===== src/rtl/player_motion.sv =====
// ---------------------------------------------------------------------------
// player_motion
//   Per-character motion controller. Once per video frame (a single-cycle
//   tick recovered from the asynchronous frame_clk strobe) it applies the
//   decoded key word and the level-map collision flags to the character's
//   position, vertical velocity and jump state. It also drives the sprite
//   position, facing and animation state to the renderer.
//
// Ports
//   Clk          in   1   system clock, the only clock
//   Reset        in   1   synchronous, active-high reset
//   frame_clk    in   1   vsync-derived frame strobe, asynchronous to Clk
//   keycode      in  16   [15:8] jump key, [7:0] resolved horizontal key
//   ground_hit   in   1   solid tile directly below the character
//   ceiling_hit  in   1   solid tile directly above the character
//   wall_left    in   1   solid tile directly left of the character
//   wall_right   in   1   solid tile directly right of the character
//   pos_x        out 10   character x, unsigned pixels
//   pos_y        out 10   character y, unsigned pixels
//   facing       out  1   0 = right, 1 = left
//   anim_state   out  2   0 idle, 1 run, 2 rise, 3 fall
// ---------------------------------------------------------------------------
module player_motion #(
    parameter logic [7:0]  UP_KEY    = 8'h52,
    parameter logic [7:0]  LEFT_KEY  = 8'h50,
    parameter logic [7:0]  RIGHT_KEY = 8'h4F,
    parameter int unsigned X_INIT    = 64,
    parameter int unsigned Y_FLOOR   = 400,
    parameter int unsigned X_MIN     = 16,
    parameter int unsigned X_MAX     = 608,
    parameter int unsigned H_STEP    = 2,
    parameter int unsigned JUMP_V    = 10,
    parameter int unsigned GRAVITY   = 1,
    parameter int unsigned MAX_FALL  = 8
) (
    input  logic        Clk,
    input  logic        Reset,
    input  logic        frame_clk,
    input  logic [15:0] keycode,
    input  logic        ground_hit,
    input  logic        ceiling_hit,
    input  logic        wall_left,
    input  logic        wall_right,
    output logic [9:0]  pos_x,
    output logic [9:0]  pos_y,
    output logic        facing,
    output logic [1:0]  anim_state
);

    localparam logic [9:0] X_INIT_C   = 10'(X_INIT);
    localparam logic [9:0] Y_FLOOR_C  = 10'(Y_FLOOR);
    localparam logic [9:0] X_MIN_C    = 10'(X_MIN);
    localparam logic [9:0] X_MAX_C    = 10'(X_MAX);
    localparam logic [9:0] H_STEP_C   = 10'(H_STEP);
    localparam logic [5:0] JUMP_V_C   = 6'(JUMP_V);
    localparam logic [5:0] GRAVITY_C  = 6'(GRAVITY);
    localparam logic [5:0] MAX_FALL_C = 6'(MAX_FALL);

    localparam logic [1:0] ANIM_IDLE = 2'd0;
    localparam logic [1:0] ANIM_RUN  = 2'd1;
    localparam logic [1:0] ANIM_RISE = 2'd2;
    localparam logic [1:0] ANIM_FALL = 2'd3;

    typedef enum logic [1:0] {
        ST_GROUND = 2'd0,
        ST_RISE   = 2'd1,
        ST_FALL   = 2'd2
    } vstate_e;

    // -----------------------------------------------------------------------
    // Frame strobe synchroniser and rising-edge detector
    // -----------------------------------------------------------------------
    logic fsync1_q, fsync2_q, fprev_q;
    logic tick;

    always_ff @(posedge Clk) begin
        if (Reset) begin
            fsync1_q <= 1'b0;
            fsync2_q <= 1'b0;
            fprev_q  <= 1'b0;
        end else begin
            fsync1_q <= frame_clk;
            fsync2_q <= fsync1_q;
            fprev_q  <= fsync2_q;
        end
    end

    assign tick = fsync2_q & ~fprev_q;

    // -----------------------------------------------------------------------
    // Motion state
    // -----------------------------------------------------------------------
    logic [9:0] x_q, x_d;
    logic [9:0] y_q, y_d;
    logic [5:0] vy_q, vy_d;
    vstate_e    state_q, state_d;
    logic       facing_q, facing_d;
    logic [1:0] anim_q, anim_d;
    logic       armed_q, armed_d;

    // Key decode
    logic up, left, right;
    assign up    = (keycode[15:8] == UP_KEY);
    assign left  = (keycode[7:0]  == LEFT_KEY);
    assign right = (keycode[7:0]  == RIGHT_KEY);

    // Saturating arithmetic helpers; widened sums so clamps see true values
    logic [9:0]  x_diff;
    logic [10:0] x_sum;
    logic [9:0]  y_diff;
    logic [10:0] y_sum;
    logic [5:0]  vy_diff;
    logic [6:0]  vy_sum;

    assign x_diff  = (x_q > H_STEP_C) ? (x_q - H_STEP_C) : '0;
    assign x_sum   = {1'b0, x_q} + {1'b0, H_STEP_C};
    assign y_diff  = (y_q > {4'b0, vy_q}) ? (y_q - {4'b0, vy_q}) : '0;
    assign y_sum   = {1'b0, y_q} + {5'b0, vy_q};
    assign vy_diff = (vy_q > GRAVITY_C) ? (vy_q - GRAVITY_C) : '0;
    assign vy_sum  = {1'b0, vy_q} + {1'b0, GRAVITY_C};

    logic moved;

    // -----------------------------------------------------------------------
    // Next-state: horizontal motion, vertical FSM, jump arming, animation
    // -----------------------------------------------------------------------
    always_comb begin
        x_d      = x_q;
        y_d      = y_q;
        vy_d     = vy_q;
        state_d  = state_q;
        facing_d = facing_q;
        armed_d  = armed_q;
        anim_d   = anim_q;
        moved    = 1'b0;

        // Horizontal: facing follows the key even when a wall blocks motion
        if (left) begin
            facing_d = 1'b1;
            if (!wall_left) begin
                x_d = (x_diff < X_MIN_C) ? X_MIN_C : x_diff;
            end
        end else if (right) begin
            facing_d = 1'b0;
            if (!wall_right) begin
                x_d = (x_sum > {1'b0, X_MAX_C}) ? X_MAX_C : x_sum[9:0];
            end
        end
        moved = (x_d != x_q);

        unique case (state_q)
            ST_GROUND: begin
                if (up && armed_q) begin
                    state_d = ST_RISE;
                    vy_d    = JUMP_V_C;
                    armed_d = 1'b0;
                end else if (!ground_hit && (y_q < Y_FLOOR_C)) begin
                    state_d = ST_FALL;
                    vy_d    = '0;
                end
            end
            ST_RISE: begin
                if (ceiling_hit || (vy_q == '0)) begin
                    state_d = ST_FALL;
                    vy_d    = '0;
                end else begin
                    y_d  = y_diff;
                    vy_d = vy_diff;
                end
            end
            ST_FALL: begin
                if (ground_hit || (y_q >= Y_FLOOR_C)) begin
                    state_d = ST_GROUND;
                    vy_d    = '0;
                    y_d     = (y_q > Y_FLOOR_C) ? Y_FLOOR_C : y_q;
                end else begin
                    y_d  = (y_sum > {1'b0, Y_FLOOR_C}) ? Y_FLOOR_C : y_sum[9:0];
                    vy_d = (vy_sum > {1'b0, MAX_FALL_C}) ? MAX_FALL_C : vy_sum[5:0];
                end
            end
            default: begin
                state_d = ST_GROUND;
                vy_d    = '0;
            end
        endcase

        // Re-arm only once the jump key has been released, so a held key
        // never re-jumps after landing
        if (!up) begin
            armed_d = 1'b1;
        end

        unique case (state_d)
            ST_RISE: anim_d = ANIM_RISE;
            ST_FALL: anim_d = ANIM_FALL;
            default: anim_d = moved ? ANIM_RUN : ANIM_IDLE;
        endcase
    end

    always_ff @(posedge Clk) begin
        if (Reset) begin
            x_q      <= X_INIT_C;
            y_q      <= Y_FLOOR_C;
            vy_q     <= '0;
            state_q  <= ST_GROUND;
            facing_q <= 1'b0;
            anim_q   <= ANIM_IDLE;
            armed_q  <= 1'b1;
        end else if (tick) begin
            x_q      <= x_d;
            y_q      <= y_d;
            vy_q     <= vy_d;
            state_q  <= state_d;
            facing_q <= facing_d;
            anim_q   <= anim_d;
            armed_q  <= armed_d;
        end
    end

    assign pos_x      = x_q;
    assign pos_y      = y_q;
    assign facing     = facing_q;
    assign anim_state = anim_q;

endmodule


===== config.mk =====
export PLATFORM = sky130hd
export DESIGN_NAME = player_motion
export DESIGN_NICKNAME = d
export VERILOG_FILES = /design/src/rtl/player_motion.sv
export SDC_FILE = /design/constraint.sdc
export NUM_CORES = 1
export LEC_CHECK = 0
export CAP_MARGIN = 20
export CORE_MARGIN = 1
export CORE_UTILIZATION = 58
export CTS_BUF_LIST = sky130_fd_sc_hd__clkbuf_8
export DETAILED_ROUTE_END_ITERATION = 8
export PLACE_DENSITY = 0.83
export REMOVE_ABC_BUFFERS = 1
export SYNTH_ARGS = -nofsm -noshare
export SYNTH_HDL_FRONTEND = slang
export SYNTH_SLANG_ARGS = --single-unit
export TNS_END_PERCENT = 10

===== constraint.sdc =====
create_clock -name Clk -period 3.86 [get_ports Clk]
set_input_delay 0.772 -clock Clk [delete_from_list [all_inputs] [get_ports Clk]]
set_output_delay 0.772 -clock Clk [all_outputs]
set_load 0.005 [all_outputs]

==> flow_summary.ini <==
[sta]
hold_viol = 0
maxSlewViolCount = 0
setup_violations = 0
fmax_ghz = 0.292
finalSetupTns_ns = 0
maxSlewHeadroom_pct = 48.8
rsz0062_at_grt = no
fin_crit_sh_pct = 88.6
period_minus_slack_ns = 3.42
fin_skew_ns = 0.00686
worstMarginPinSlew_ns = 0.768

[detailed_routing]
route.detailed.drc = 0
drt_iter0_drc = 285
wirelength_um = 10800
ant_nets = 0
vias = 4129
avgRoutedWirePerCell_um = 18.2
drt-pass1-iter-count = 6
via_per_inst = 6.96

[setup_path]
crit_chain = clkdlybuf4s50_1, nor4bb_1, nand3_1, nor3_1, nor2_1, ha_1, o311ai_0, a211oi_1, nand4b_1, nand4bb_1, o31a_1
slowest_stage = clkdlybuf4s50_1
startpoint_type = input pin
worstPathArrival_ns = 3.60
setup.worst_path.class = in -> reg
cp.required_ns = 4.04
cp_max_fo = 3
crit_path_end_kind = flip-flop
slowest_delay_ns = 0.46

[clock_network]
cts_tree = done
clock_sink_count = 35
cts_inserted_buffers = 5
clk_pin_slew_worst_paths_ns = 0.07
clock-root-buffer = clkbuf_8
htree_levels = 2
cts.path.max_buffers = 2
insertion_delay_ns = 0.29
holdBufCountCts = 0
postCtsSetupBuffers = 0
cts_resized = 0

[yosys]
synth_edf_count = 0
yosysSeqAreaShare_pct = 19.7
yosysUniqueCellTypes = 78
synthesis.instances = 489
ys_ff_latch = 35
async_flop_share_pct = 0
synth_area_sq_um = 3560
synth-main-ff-cell = dfxtp_1
syn_area_per_cell_sq_um = 7.28
ys_warn_count = 0

[floorplan]
pin_count = 46
initial_core_util_pct = 60.1
num_rows = 28
dieArea_sq_um = 6450
die_h_um = 80.3
die_w_um = 80.3
core_area_sq_um = 5920

[pwr]
max-vdd-ir-drop_mv = 0.131
p_per_area_nw_per_um2 = 181
p_total_uw = 744
leakagePower_uw = 0.00143

[global_routing]
use_met3_pct = 6.48
use_met2_pct = 60.4
antenna_found_initial = 0
grt_pass1_vias = 3661
grt_util_met1_pct = 39.2
grt_busiest_layer = met2
grt_pass1_wl_um = 17300
grt_max_degree = 23
track_usage_pct = 34.0
grt_overflow = 0

[place]
hpwl_um = 7850
place_area_sq_um = 4030
port_buffers = 45
gp_congestion = 0.996

[layout]
fin_nets = 561
syn2layout_area_growth_pct = 15.8
diodes = 0
drive_above_1_share_pct = 6.37
stdcell_area_sq_um = 4120
fin_util_pct = 69.6

[min_path]
hold_path.class = reg -> reg

[run]
cap_viol_max_count = 0

[run_status]
status = completed
-- critical path: cells and delay by family --
kind	cells	cell delay (ns)
simple gates	6	1.33
buf+inv	1	0.46
compound gates	3	0.70
fa+ha+maj	1	0.33
-- synth_stat cells, drive strengths merged (3+ instances only) --
library cell | count | share of area [%]
a211o | 6 | 1.5
nor3b | 4 | 0.84
a21oi | 50 | 7.1
nand3b | 5 | 1.1
a21o | 4 | 0.84
or3 | 6 | 1.1
o311ai | 5 | 1.4
nor2 | 51 | 5.6
inv | 26 | 2.7
nor2b | 7 | 1.2
o21ai | 27 | 3.8
or4 | 4 | 1.1
nand4 | 6 | 1.1
nor4 | 9 | 1.8
o21a | 3 | 0.63
a211oi | 11 | 2.3
clkbuf | 27 | 2.8
a311oi | 3 | 0.74
dfxtp | 35 | 20
mux2i | 4 | 1.1
nand4b | 3 | 0.74
nand2 | 36 | 3.8
a31oi | 10 | 1.8
a2bb2oi | 3 | 0.74
nand3 | 11 | 1.9
a2111oi | 5 | 1.8
buf | 7 | 1.2
o21bai | 5 | 1.1
xnor2 | 10 | 2.5
and2 | 4 | 0.70
ha | 19 | 6.7
o211ai | 9 | 1.9
nor3 | 18 | 2.8
or2 | 4 | 0.70
a221oi | 4 | 0.98
nand2b | 4 | 0.70
o31ai | 6 | 1.3
-- routing by layer --
| metal | share of wire, % | vias to the layer above | wire length, um |
|---|---|---|---|
| met4 | 3.3 | 0 | 351 |
| met3 | 8.3 | 45 | 890 |
| met1 | 39 | 1939 | 4240 |
| li1 | - | 1891 | - |
| met2 | 49 | 254 | 5290 |
| met5 | 0 | - | 0 |
-- flip-flops by register name, indices dropped and copies added (netlist names) --
register	count
pos_y	10
state_q	2
vy_q	6
facing	1
fsync2_q	1
pos_x	10
fprev_q	1
fsync1_q	1
armed_q	1
anim_state	2
-- final timing paths --
kind | from | end | slack, ns | cells past startpoint
setup / recovery | keycode[14] | anim_state[0]$_SDFFE_PP0P_ | 0.44 | 11
hold reg to reg | fsync1_q$_SDFF_PP0_ | fsync2_q$_SDFF_PP0_ | 0.45 | 1
setup reg to reg | vy_q[1]$_SDFFE_PP0P_ | pos_y[3]$_SDFFE_PP0P_ | 0.56 | 11
hold / removal | fsync1_q$_SDFF_PP0_ | fsync2_q$_SDFF_PP0_ | 0.45 | 1
-- final cells by class --
cell class	count	area [sq um]
Fill cell	535	1800
Multi-Input combinational cell	394	2620
Timing Repair Buffer	55	526
Sequential cell	35	701
Inverter	26	97.6
Clock buffer	5	68.8
Clock inverter	3	16.3
Tap cell	75	93.8
-- cells in the final DEF, fill, tap and decap left out, drive strengths merged, types with 3 or more instances in the layout --
cell type       n
nand2b          4
a21oi          50
a31oi          10
xnor2          10
o21a            3
ha             19
nor4            9
dfxtp          35
and2            4
nand2          36
nor3b           4
o21ai          27
nor2b           7
clkdlybuf4s50  45
or4             4
nand3b          5
a221oi          4
or3             6
nand3          11
nor3           18
a21o            4
mux2i           4
o211ai          9
buf            10
nor2           51
or2             4
clkbuf          5
a2bb2oi         3
a311oi          3
a2111oi         5
a211o           6
nand4           6
inv            27
o31ai           6
a211oi         11
o21bai          5
nand4b          3
o311ai          5
-- metrics by stage --
stage | std cells | worst slack (ns) | hold WS (ns)
2_1_floorplan | 455 | 0.877 | 0.414
5_1_grt | 593 | 0.233 | 0.468
4_1_cts | 593 | 0.492 | 0.456
3_5_place_dp | 585 | 0.185 | 0.436
3_3_place_gp | 585 | 0.316 | 0.418
6_report | 593 | 0.440 | 0.450
-- power breakdown --
group          internal (uW)  total, uW  leakage, uW  switching [uW]
logic                   49.4        100      0.00110            51.1
clock network            124        266    0.0000453             143
registers                366        378     0.000283            11.8
total                    539        744      0.00143             205
-- cells by family (layout without fill, tap and decap cells) --
logic type               count (synthesis)  in the layout  synth area share, %
XOR/XNOR                                12             12                 2.95
adder cells (fa/ha/maj)                 21             21                 7.81
buffers and inverters                   60             89                 6.79
AO/OA/AOI/OAI                          175            175                 34.0
AND/OR/NAND/NOR                        182            182                 27.6
flip-flops                              35             35                 19.7
multiplexers                             4              4                 1.13
Note: power is estimated with default switching activity, not from simulation.
